--- src/rtl/spi_frame_ctrl_if.sv ---
// ============================================================================
// spi_frame_ctrl_if : SPI pin and register-bank bundle for spi_frame_ctrl
// Rev 1.0
// ============================================================================
`default_nettype none

interface spi_frame_ctrl_if;
  logic       SCLK;
  logic       COPI;
  logic       nCS;
  logic [7:0] data0;
  logic [7:0] data1;
  logic [7:0] data2;
  logic [7:0] data3;
  logic [7:0] data4;
  logic       wr_strobe;
  logic [2:0] wr_addr;
  logic       frame_err;

  modport master (
    output SCLK, COPI, nCS,
    input  data0, data1, data2, data3, data4, wr_strobe, wr_addr, frame_err
  );

  modport slave (
    input  SCLK, COPI, nCS,
    output data0, data1, data2, data3, data4, wr_strobe, wr_addr, frame_err
  );
endinterface

`default_nettype wire

--- src/rtl/spi_frame_ctrl.sv ---
// ============================================================================
// spi_frame_ctrl : clk-domain SPI write framer committing to a 5-entry reg bank
// Rev 1.0
// ============================================================================
`default_nettype none

module spi_frame_ctrl #(
  parameter int SYNC_STAGES = 2,
  parameter int MAX_ADDR    = 4
) (
  input  logic             clk,
  input  logic             rst_n,
  spi_frame_ctrl_if.slave  bus
);

  localparam logic [6:0] MAX_A   = 7'(MAX_ADDR);
  localparam logic [4:0] CNT_OVF = 5'd17;
  localparam logic [4:0] CNT_OK  = 5'd16;

  typedef enum logic [1:0] {IDLE, SHIFT, CHECK} state_t;

  logic [SYNC_STAGES-1:0] sclk_sync;
  logic [SYNC_STAGES-1:0] copi_sync;
  logic [SYNC_STAGES-1:0] ncs_sync;
  logic                   sclk_d;
  logic                   ncs_d;
  logic [SYNC_STAGES:0]   warm_sr;

  state_t      state;
  logic [15:0] shreg;
  logic [4:0]  bitcnt;
  logic [7:0]  regs [5];
  logic        wr_strobe;
  logic        frame_err;
  logic [2:0]  wr_addr;

  logic sclk_s, copi_s, ncs_s, warm;
  logic sclk_rise, ncs_fall, ncs_rise;

  assign sclk_s = sclk_sync[SYNC_STAGES-1];
  assign copi_s = copi_sync[SYNC_STAGES-1];
  assign ncs_s  = ncs_sync[SYNC_STAGES-1];
  assign warm   = warm_sr[SYNC_STAGES];

  // Edges are masked until the chains hold real pin samples, so an nCS held
  // low across reset release is not mistaken for a new frame start.
  assign sclk_rise = sclk_s & ~sclk_d;
  assign ncs_fall  = warm & ncs_d & ~ncs_s;
  assign ncs_rise  = warm & ~ncs_d & ncs_s;

  always_ff @(posedge clk or negedge rst_n) begin
    if (!rst_n) begin
      sclk_sync <= '0;
      copi_sync <= '0;
      ncs_sync  <= '1;
      sclk_d    <= 1'b0;
      ncs_d     <= 1'b1;
      warm_sr   <= '0;
    end else begin
      sclk_sync <= {sclk_sync[SYNC_STAGES-2:0], bus.SCLK};
      copi_sync <= {copi_sync[SYNC_STAGES-2:0], bus.COPI};
      ncs_sync  <= {ncs_sync[SYNC_STAGES-2:0], bus.nCS};
      sclk_d    <= sclk_s;
      ncs_d     <= ncs_s;
      warm_sr   <= {warm_sr[SYNC_STAGES-1:0], 1'b1};
    end
  end

  always_ff @(posedge clk or negedge rst_n) begin
    if (!rst_n) begin
      state     <= IDLE;
      shreg     <= '0;
      bitcnt    <= '0;
      wr_strobe <= 1'b0;
      frame_err <= 1'b0;
      wr_addr   <= '0;
      for (int i = 0; i < 5; i++) regs[i] <= '0;
    end else begin
      wr_strobe <= 1'b0;
      frame_err <= 1'b0;
      case (state)
        IDLE: begin
          if (ncs_fall) begin
            state  <= SHIFT;
            shreg  <= '0;
            bitcnt <= '0;
          end
        end
        SHIFT: begin
          // ncs_rise implies synced nCS is high, so a coincident SCLK edge is dropped
          if (ncs_rise) begin
            state <= CHECK;
          end else if (sclk_rise && !ncs_s) begin
            shreg <= {shreg[14:0], copi_s};
            if (bitcnt != CNT_OVF) bitcnt <= bitcnt + 5'd1;
          end
        end
        CHECK: begin
          state <= IDLE;
          if (bitcnt != CNT_OK) begin
            frame_err <= 1'b1;
          end else if (shreg[15]) begin
            if (shreg[14:8] <= MAX_A) begin
              for (int i = 0; i < 5; i++)
                if (shreg[10:8] == 3'(i)) regs[i] <= shreg[7:0];
              wr_strobe <= 1'b1;
              wr_addr   <= shreg[10:8];
            end else begin
              frame_err <= 1'b1;
            end
          end
        end
        default: state <= IDLE;
      endcase
    end
  end

  assign bus.data0     = regs[0];
  assign bus.data1     = regs[1];
  assign bus.data2     = regs[2];
  assign bus.data3     = regs[3];
  assign bus.data4     = regs[4];
  assign bus.wr_strobe = wr_strobe;
  assign bus.wr_addr   = wr_addr;
  assign bus.frame_err = frame_err;

endmodule

`default_nettype wire
--- src/flat_wrapper.sv ---
// flat-port wrapper written by rule: the top's interface ports become plain ports
module spi_frame_ctrl_flat 
#(
  parameter int SYNC_STAGES = 2,
  parameter int MAX_ADDR    = 4
)
  (clk, rst_n, bus_SCLK, bus_COPI, bus_nCS, bus_data0, bus_data1, bus_data2, bus_data3, bus_data4, bus_wr_strobe, bus_wr_addr, bus_frame_err);
  spi_frame_ctrl_if bus_i ();
  input  logic clk;
  input  logic rst_n;
  input wire logic [$bits(bus_i.SCLK)-1:0] bus_SCLK;
  input wire logic [$bits(bus_i.COPI)-1:0] bus_COPI;
  input wire logic [$bits(bus_i.nCS)-1:0] bus_nCS;
  output wire logic [$bits(bus_i.data0)-1:0] bus_data0;
  output wire logic [$bits(bus_i.data1)-1:0] bus_data1;
  output wire logic [$bits(bus_i.data2)-1:0] bus_data2;
  output wire logic [$bits(bus_i.data3)-1:0] bus_data3;
  output wire logic [$bits(bus_i.data4)-1:0] bus_data4;
  output wire logic [$bits(bus_i.wr_strobe)-1:0] bus_wr_strobe;
  output wire logic [$bits(bus_i.wr_addr)-1:0] bus_wr_addr;
  output wire logic [$bits(bus_i.frame_err)-1:0] bus_frame_err;
  assign bus_i.SCLK = bus_SCLK;
  assign bus_i.COPI = bus_COPI;
  assign bus_i.nCS = bus_nCS;
  assign bus_data0 = bus_i.data0;
  assign bus_data1 = bus_i.data1;
  assign bus_data2 = bus_i.data2;
  assign bus_data3 = bus_i.data3;
  assign bus_data4 = bus_i.data4;
  assign bus_wr_strobe = bus_i.wr_strobe;
  assign bus_wr_addr = bus_i.wr_addr;
  assign bus_frame_err = bus_i.frame_err;
  spi_frame_ctrl #(.SYNC_STAGES(SYNC_STAGES), .MAX_ADDR(MAX_ADDR)) u_core (.clk(clk), .rst_n(rst_n), .bus(bus_i));
endmodule
--- config.mk ---
export PLATFORM = sky130hd
export DESIGN_NAME = spi_frame_ctrl_flat
export DESIGN_NICKNAME = d
export VERILOG_FILES = /design/src/rtl/spi_frame_ctrl_if.sv /design/src/rtl/spi_frame_ctrl.sv /design/src/flat_wrapper.sv
export SDC_FILE = /design/constraint.sdc
export NUM_CORES = 1
export LEC_CHECK = 0
export ABC_CLOCK_PERIOD_IN_PS = 1900
export CORE_ASPECT_RATIO = 1.5
export CORE_UTILIZATION = 48
export DETAILED_ROUTE_END_ITERATION = 8
export PLACE_DENSITY = 0.78
export SYNTH_ARGS = -nofsm -noshare
export SYNTH_HDL_FRONTEND = slang
export SYNTH_SLANG_ARGS = --single-unit
export TNS_END_PERCENT = 5
--- constraint.sdc ---
create_clock -name clk -period 1.9 [get_ports clk]
set_input_delay 0.19 -clock clk [delete_from_list [all_inputs] [get_ports clk]]
set_output_delay 0.19 -clock clk [all_outputs]
set_load 0.1 [all_outputs]
==> summary.txt <==
Worst setup path
  – CP max stage cell: dfrtp_1
  – CP arrival: 2170 ps
  – Worst path bufs/invs: 2
  – Startpoint Class: flop
  – Largest fanout on the critical path: 8
  – Worst Setup Path Type: flop to flop
  – Worst path cell trace: inv_1, ha_1, nand4bb_1, nor4_4, buf_6, nand3_4, mux2_4
  – CP peak stage delay: roughly 380 ps
  – Largest delay contributor family on the critical path: simple AND/OR/NAND/NOR gates
  – Worst Path Required: 2140 ps
  – Crit. End Element: flop

Logic synthesis
  – Mux cell area share after synthesis: 20.7%
  – Synth Warn #: 0
  – Adder-Cell Fraction of Synth Area: ~1.2%
  – Compound-Gate Fraction of Synth Area: 1.73%
  – Post-synthesis sequential area ratio: 62.1%
  – Post-Synth Simple-Gate Area: 10.4%
  – EDFF count, synth: 0
  – Main combinational cell family by area after synthesis: multiplexers
  – Post-synthesis cell type count: 35
  – Main synth FF type: dfrtp_1
  – FFs w/ async S/R, synth: 100%
  – Post-synth net total: 240
  – XOR/XNOR share of the synthesized area: less than 1%
  – Register bit total from synthesis: 79
  – Syn Std Cell Area: roughly 0.0032 mm^2
  – Syn Inst Count: 232
  – Avg Cell Area, Syn: 13.7 um^2

Die
  – Die area: around 0.0070 mm^2
  – Initial core utilization: 49.5%
  – Chip width: 68.5 um
  – DIE HEIGHT: 102 um
  – FP Rows: 36
  – Core area: roughly 0.0064 mm^2
  – IO Pins: 50

Cells and area
  – Fin area: 0.00397 mm^2
  – Fillcell total: roughly 530
  – Layout Nets: 314
  – Commonest non-fill, non-tap cell in the layout: dfrtp_1
  – Layout cell share with drive strength beyond 1: 42.3%
  – Post-Layout Cell Count: approximately 390
  – Final core occ: approximately three fifths
  – ANT cells: 0
  – Area grow syn2layout: 24.6%
  – Commonest cells after routing, fill and taps aside: dfrtp_1, buf_4, mux2_2

STA
  – Clk_skew: 15.4 ps
  – Fmax: 519 MHz
  – Hold violation count in the final report: 0
  – PnR worst setup slack: -25.4 ps
  – Slew of the pin with the lowest slew margin: approximately 590 ps
  – Final Cycle Share: 101%
  – Hold slack: roughly 250 ps
  – Rel. slew slack: 60.5%
  – Fin. max-slew vios: 0
  – Setup violations, final: 13
  – RSZ-0062 raised after global routing: true
  – Final Critical Period: 1930 ps

Run
  – Max_cap viols: 0

Place
  – Post-Place Cells: 368
  – GP Congestion: 0.759
  – Placed cell area: around 0.0038 mm^2
  – Number of port buffers: 49
  – HPWL after DPL: 3880 um

Global routing
  – First-pass GRT wire length: around 9200 um
  – Grt ovf: 0
  – Pin count of the biggest net entering global routing: 47
  – Initial antenna violation count: 0
  – Vias in the first global route: 1934
  – All-layer global routing usage: 18.7%

Route
  – Avg WL per Cell: 15.0 um
  – Final ANT Viol Nets: 0
  – Remaining DRCs: 0
  – Avg Vias per Cell: between 5 and 6
  – Initial DRC Count: between 80 and 90
  – Drt total wl: 5810 um
  – DRT Pass-1 Iters: 4
  – Detailed-route via count: between 2000 and 2500

Power and ir drop
  – Worst vdd ir: 527 uV
  – Internal: 2.41 mW
  – Register share of total power: 57.0%
  – Sw Ratio: around a quarter
  – Logic pwr share: ~10%
  – Sw Pwr: 0.820 mW
  – Clock network power share: 32.7%
  – Power per Cell Area: just over 800 mW/mm^2
  – Final Power: 3.23 mW
  – Pleak: 2.08 nW

CTS
  – Clk slew on worst S/H paths: 70 ps
  – CTS Sinks: 79
  – Max clock buf depth: 2
  – Clk Latency, worst-skew pair: 360 ps
  – CTS Root Cell: clkbuf_8
  – Htree depth: 3
  – Num CTS Buffers: 9
  – CTS tree: done

Run status
  – Failing checks: negative setup slack
  – Outcome: complete, but fails checks

Hold path
  – HP Class: input pin to flop
[registers in the layout, indices dropped and copies added, names as in the netlist]
signal	flops
u_core.warm_sr	3
u_core.shreg	16
u_core.bus.data4	8
u_core.copi_sync	2
u_core.bus.data0	8
u_core.bitcnt	5
u_core.sclk_d	1
u_core.bus.wr_addr	3
u_core.bus.wr_strobe	1
u_core.bus.frame_err	1
u_core.sclk_sync	2
u_core.state	2
u_core.ncs_sync	2
u_core.bus.data3	8
u_core.bus.data2	8
u_core.bus.data1	8
u_core.ncs_d	1
[layout make-up]
type	count	area [um^2]	share of cell area, %
Sequential cell	79	1980	49.9
Multi-Input combinational cell	127	1120	28.2
Timing Repair Buffer	68	541	13.6
Clock buffer	14	153	3.84
Tap cell	76	95.1	2.39
Inverter	21	78.8	1.98
Clock inverter	1	5.00	0.126
[routing by layer]
metal  vias up  track usage, %  part of all wire, %
met5         -               0                    0
met4         0            12.0                  3.1
met3        13            4.58                  3.1
met2        39            27.8                   49
met1      1024            24.1                   45
li1        933               -                    -
[synthesized netlist by cell type, drive strengths merged, types with 2 or more instances]
library cell  number  area, um^2
mux2              43         499
dfrtp             76        1900
clkbuf             4        17.5
nor4               3        33.8
dfstp              3        78.8
nand2             20        82.6
xor2               2        17.5
inv               21        78.8
nand2b             2        12.5
a21oi              3        15.0
ha                 3        37.5
mux2i             16         160
nor3               3        15.0
nand3              4        57.6
nor4bb             2        20.0
nor2               9        33.8
nand4              3        18.8
o21ai              3        15.0
[cells by family (layout without fill, tap and decap cells)]
group	after synthesis	in the layout
flops	79	79
other cells	1	1
compound gates	9	9
buf+inv	26	104
xor+xnor	2	2
mux	59	59
fa+ha+maj	3	3
simple gates	53	53
[power by group through the flow]
| stage | Clock (mW) | Combinational (mW) | Sequential, mW |
|---|---|---|---|
| after floorplan | 0 | 0.176 | 1.87 |
| after global placement | 0 | 0.323 | 1.87 |
| after detailed placement | 0 | 0.335 | 1.88 |
| after CTS | 1.08 | 0.339 | 1.85 |
| after global routing | 1.15 | 0.371 | 1.86 |
| final | 1.06 | 0.334 | 1.84 |
[what timing repair did]
action | in CTS | in global routing
hold buffers | 1 | 0
setup buffers | 1 | 1
endpoints found under the setup margin | 40 | 38
hold endpoints to repair | 30 | 0
gates resized for setup | 2 | 2
gates cloned | 0 | 0
pin swaps | 1 | 0
[stage by stage]
| stage | setup slack [ps] | TNS (ps) |
|---|---|---|
| finish | -25.4 | -95.4 |
| global route | -136 | -3060 |
| CTS | -34.2 | -159 |
| detailed placement | -81.6 | -1780 |
| global placement | -35.3 | -163 |
| floorplan | -103 | -2050 |
[worst paths after layout]
path                                   start             endpoint  slack [ps]  cells past startpoint
setup / recovery            u_core.bitcnt[1]  u_core.bus.data1[7]         -30                      7
hold / removal                       bus_nCS   u_core.ncs_sync[0]         250                      1
setup reg to reg            u_core.bitcnt[1]  u_core.bus.data1[7]         -30                      7
hold reg to reg            u_core.warm_sr[0]    u_core.warm_sr[1]         350                      0
max in group asynchronous              rst_n  u_core.bus.data0[5]         970                      3
min in group asynchronous              rst_n     u_core.bitcnt[4]         330                      2
(Power assumes the default switching activity.)
==> patch 1: new RTL, same settings <==
`SYNC_STAGES` is set to 2 in 2 places; all go to 4.
--- a/src/rtl/spi_frame_ctrl.sv
+++ b/src/rtl/spi_frame_ctrl.sv
@@ -7,3 +7,3 @@
 module spi_frame_ctrl #(
-  parameter int SYNC_STAGES = 2,
+  parameter int SYNC_STAGES = 4,
   parameter int MAX_ADDR    = 4
--- a/src/flat_wrapper.sv
+++ b/src/flat_wrapper.sv
@@ -3,3 +3,3 @@
 #(
-  parameter int SYNC_STAGES = 2,
+  parameter int SYNC_STAGES = 4,
   parameter int MAX_ADDR    = 4
Formal check against the unedited RTL: not equivalent (Yosys sat finds a counterexample within 10 cycles, from zero or initial values and one cycle with rst_n low).
==> patch 1 against the original RTL <==
Worst setup slack improved by 0.13 ns; via count increased by 5.4%; clock power increased by 21%; power increased by 13%; cell count increased by 0.78%; count of clock-buffer cells in the layout decreased by 2; routed wire length increased by 15%; cell area increased by 7.5%; largest cell class unchanged; sequential cell count increased by 8; highest routed layer unchanged; synthesized area increased by 8.0%.
==> patch 1: results <==
{
  "drtIter0Drc": 135,
  "n_antenna_cell": 0,
  "synth_fp_nets": 250,
  "place_ws_ns": -0.0814,
  "grt_pass1_wl_um": 10800,
  "r2r-end": "u_core.shreg[1]",
  "nFillCells": 545,
  "largest_reg_flops": 16,
  "grt_max_degree": 38,
  "hold_end": "u_core.ncs_sync[0]",
  "via_per_inst": 5.44,
  "drive_gt1_frac": 0.431,
  "yosysSeqAreaShare": 0.634,
  "min_path_type": "primary input to flip-flop",
  "cp_max_fo": 11,
  "max_freq_mhz": 556,
  "nets": 315,
  "r2r_cells": 5,
  "critPathSlowestCell": "or3b_2",
  "synthTopCellsByArea": "dfrtp_1 60%, mux2_2 15%, mux2i_1 4.1%",
  "ir_worst_vdd_v": 0.000602,
  "top_register": "u_core.shreg",
  "routabilityCongestion": 0.817,
  "outcome": "finished, final reports clean",
  "antenna_found_initial": 0,
  "ys_top_cells_by_count": "82 x dfrtp_1, 45 x mux2_2, 18 x inv_1, 15 x nand2_1, 14 x mux2i_1",
  "grt_pass1_vias": 2198,
  "grt_usage": 0.191,
  "cts_root_buffer": "clkbuf_8",
  "post-cts-setup-buffers": 0,
  "holdPathStages": 1,
  "crit_type": "flip-flop to flip-flop",
  "synthDistinctLibCells": 38,
  "synth_warnings": 0,
  "max_stage_delay_ns": 0.55,
  "drt-pass1-iter-count": 6,
  "arrival_ns": 2.06,
  "fin_worst_skew_ns": 0.0119,
  "reg2reg_from": "u_core.ncs_sync[3]",
  "post_dp_cell_area_um2": 3990,
  "placement.io_buffers": 49,
  "path_clk_slew_ns": 0.08,
  "htree_num_levels": 3,
  "routed_wl_um": 6680,
  "worstHoldStart": "bus_nCS",
  "leakage_nw": 2.06,
  "cts_buffers": 9,
  "clk_latency_ns": 0.35,
  "dp_hpwl_um": 4450,
  "clock_path_buffers": 2,
  "async_flop_share": 1.00,
  "synth_ff_type": "dfrtp_1",
  "hold_ws_ns": 0.260,
  "critPathTopFamily": "simple AND/OR/NAND/NOR gates"
}
patch 1: cell families (layout without fill, tap and decap cells):
family	Yosys count	count (layout)	share of synthesized area
flip-flops	87	87	0.634
multiplexers	59	59	0.188
AND/OR/NAND/NOR	52	53	0.108
buffers and inverters	25	93	0.0309
AO/OA/AOI/OAI	15	15	0.0276
adder cells (fa/ha/maj)	3	3	0.0109
other	1	1	0.00109
patch 1: per-layer routing:
| metal | up-vias | track usage | part of all wire |
|---|---|---|---|
| li1 | 981 | - | - |
| met1 | 1083 | 0.230 | 0.42 |
| met2 | 42 | 0.317 | 0.53 |
| met3 | 12 | 0.0421 | 0.029 |
| met4 | 0 | 0.101 | 0.020 |
| met5 | - | 0 | 0 |
patch 1: area by class of cell:
type | instances | area [um^2] | area share
sequential | 87 | 2180 | 0.511
multi-input combinational | 131 | 1230 | 0.289
clock buffer | 12 | 155 | 0.0363
tap | 78 | 97.6 | 0.0229
inverter | 18 | 67.6 | 0.0158
clock inverter | 3 | 42.5 | 0.00996
timing repair buffer | 60 | 489 | 0.115
patch 1: timing repair:
action,4_1_cts,5_1_grt
hold endpoints to repair,29,0
pin swaps,0,0
cloned,0,1
hold buffers,1,0
setup endpoints to repair,25,35
resized for setup,1,10
patch 1: report_power, final:
| part | internal, mW | switching, mW | leakage (nW) |
|---|---|---|---|
| Sequential | 1.94 | 0.110 | 1.16 |
| Clock | 0.671 | 0.608 | 0.0985 |
| Combinational | 0.149 | 0.181 | 0.806 |
patch 1: through the flow:
stage | cells | setup TNS, ns | power [mW]
after floorplan | 242 | 0 | 2.23
after global placement | 372 | -0.296 | 2.39
after detailed placement | 372 | -1.03 | 2.40
after CTS | 388 | -0.969 | 3.68
after global routing | 389 | 0 | 3.81
final | 389 | 0 | 3.65
==> patch 2: new RTL, config.mk and constraints unchanged <==
Without the edit above. Re-encode `state_t` (3 states) as one-hot, 3 bits wide.
--- a/src/rtl/spi_frame_ctrl.sv
+++ b/src/rtl/spi_frame_ctrl.sv
@@ -19,3 +19,3 @@
 
-  typedef enum logic [1:0] {IDLE, SHIFT, CHECK} state_t;
+  typedef enum logic [2:0] {IDLE = 3'b001, SHIFT = 3'b010, CHECK = 3'b100} state_t;
 
Formal check against the unedited RTL: no difference found for any inputs over 10 cycles, from zero or initial values and one cycle with rst_n low; not proved beyond that.
==> patch 2 against the original RTL <==
Critical path depth unchanged; non-clock buffer count increased by 3; worst setup slack improved by 0.11 ns; routed wire length increased by 11%; sequential cell count increased by 1; critical path type unchanged; synthesized area decreased by 0.27%; hold slack got worse by 0.0086 ns; cell area increased by 0.19%; die area decreased by 0.27%.
Power is not compared: it rests on default switching activity, and its combinational part moved more than twofold at a synthesized area within 25%.
==> patch 2: results <==
{
  "cts_buffers": 9,
  "use_met2": 0.322,
  "routabilityCongestion": 0.812,
  "drive_gt1_frac": 0.481,
  "ant_nets": 0,
  "met1_length_um": 2690,
  "synth_fp_nets": 221,
  "cp_max_fo": 7,
  "cts_hold_buf": 1,
  "path_clk_slew_ns": 0.08,
  "top_layer": "met4",
  "clock_path_buffers": 2,
  "hold_end": "u_core.ncs_sync[0]",
  "drtIter0Drc": 148,
  "r2r_slack_ns": 0.08,
  "dp_hpwl_um": 4480,
  "grt_use_met3": 0.0338,
  "grt_use_met1": 0.270,
  "async_flop_share": 1.00,
  "nets": 295,
  "hold_ws_ns": 0.241,
  "holdPathStages": 1,
  "synthTopCellsByArea": "dfrtp_1 60%, mux2_2 15%, a22o_1 3.9%",
  "outcome": "finished, final reports clean",
  "grt_max_degree": 36,
  "routed-wl-met2_um": 3330,
  "ys_top_cells_by_count": "76 x dfrtp_1, 42 x mux2_2, 14 x a22o_1, 10 x o211ai_1, 8 x inv_1",
  "grt_usage": 0.210,
  "yosysSeqAreaShare": 0.631,
  "grt_pass1_wl_um": 10400,
  "arrival_ns": 2.06,
  "fin_worst_skew_ns": 0.0108,
  "post-cts-setup-buffers": 0,
  "grt_pass1_vias": 2049,
  "nFillCells": 508,
  "worstHoldStart": "bus_nCS",
  "vias": 2057,
  "critPathTopFamily": "buffers and inverters",
  "clk_latency_ns": 0.36,
  "worstMarginPinSlew_ns": 0.507,
  "max_stage_delay_ns": 0.41,
  "wl_per_cell_um": 17.5,
  "r2r-end": "u_core.bus.data3[5]",
  "place_ws_ns": 0.118,
  "post_cts_resized": 0,
  "fin_crit_sh": 0.957,
  "r2r_cells": 7
}
==> patch 2: cells by family after synthesis <==
| group | count (synthesis) | share of synthesized area |
|---|---|---|
| buffers and inverters | 16 | 0.0236 |
| DFF | 80 | 0.631 |
| and+or+nand+nor | 36 | 0.0952 |
| other | 1 | 0.00118 |
| AOI/OAI and AO/OA | 35 | 0.0882 |
| adders and majority gates | 3 | 0.0118 |
| muxes | 42 | 0.149 |
==> patch 2: stage by stage <==
| stage | total power [mW] | instance area (um^2) | instances |
|---|---|---|---|
| after global routing | 3.10 | 3980 | 367 |
| after floorplan | 1.78 | 3180 | 213 |
| after global placement | 1.83 | 3760 | 351 |
| final | 2.99 | 3980 | 367 |
| after detailed placement | 1.84 | 3760 | 351 |
| after CTS | 3.03 | 3960 | 367 |
==> patch 2: area by class of cell <==
cell class	instances	area share
clock buffer	13	0.0450
clock inverter	2	0.00314
inverter	8	0.00755
multi-input combinational	117	0.280
sequential	80	0.504
tap	76	0.0239
timing repair buffer	71	0.136
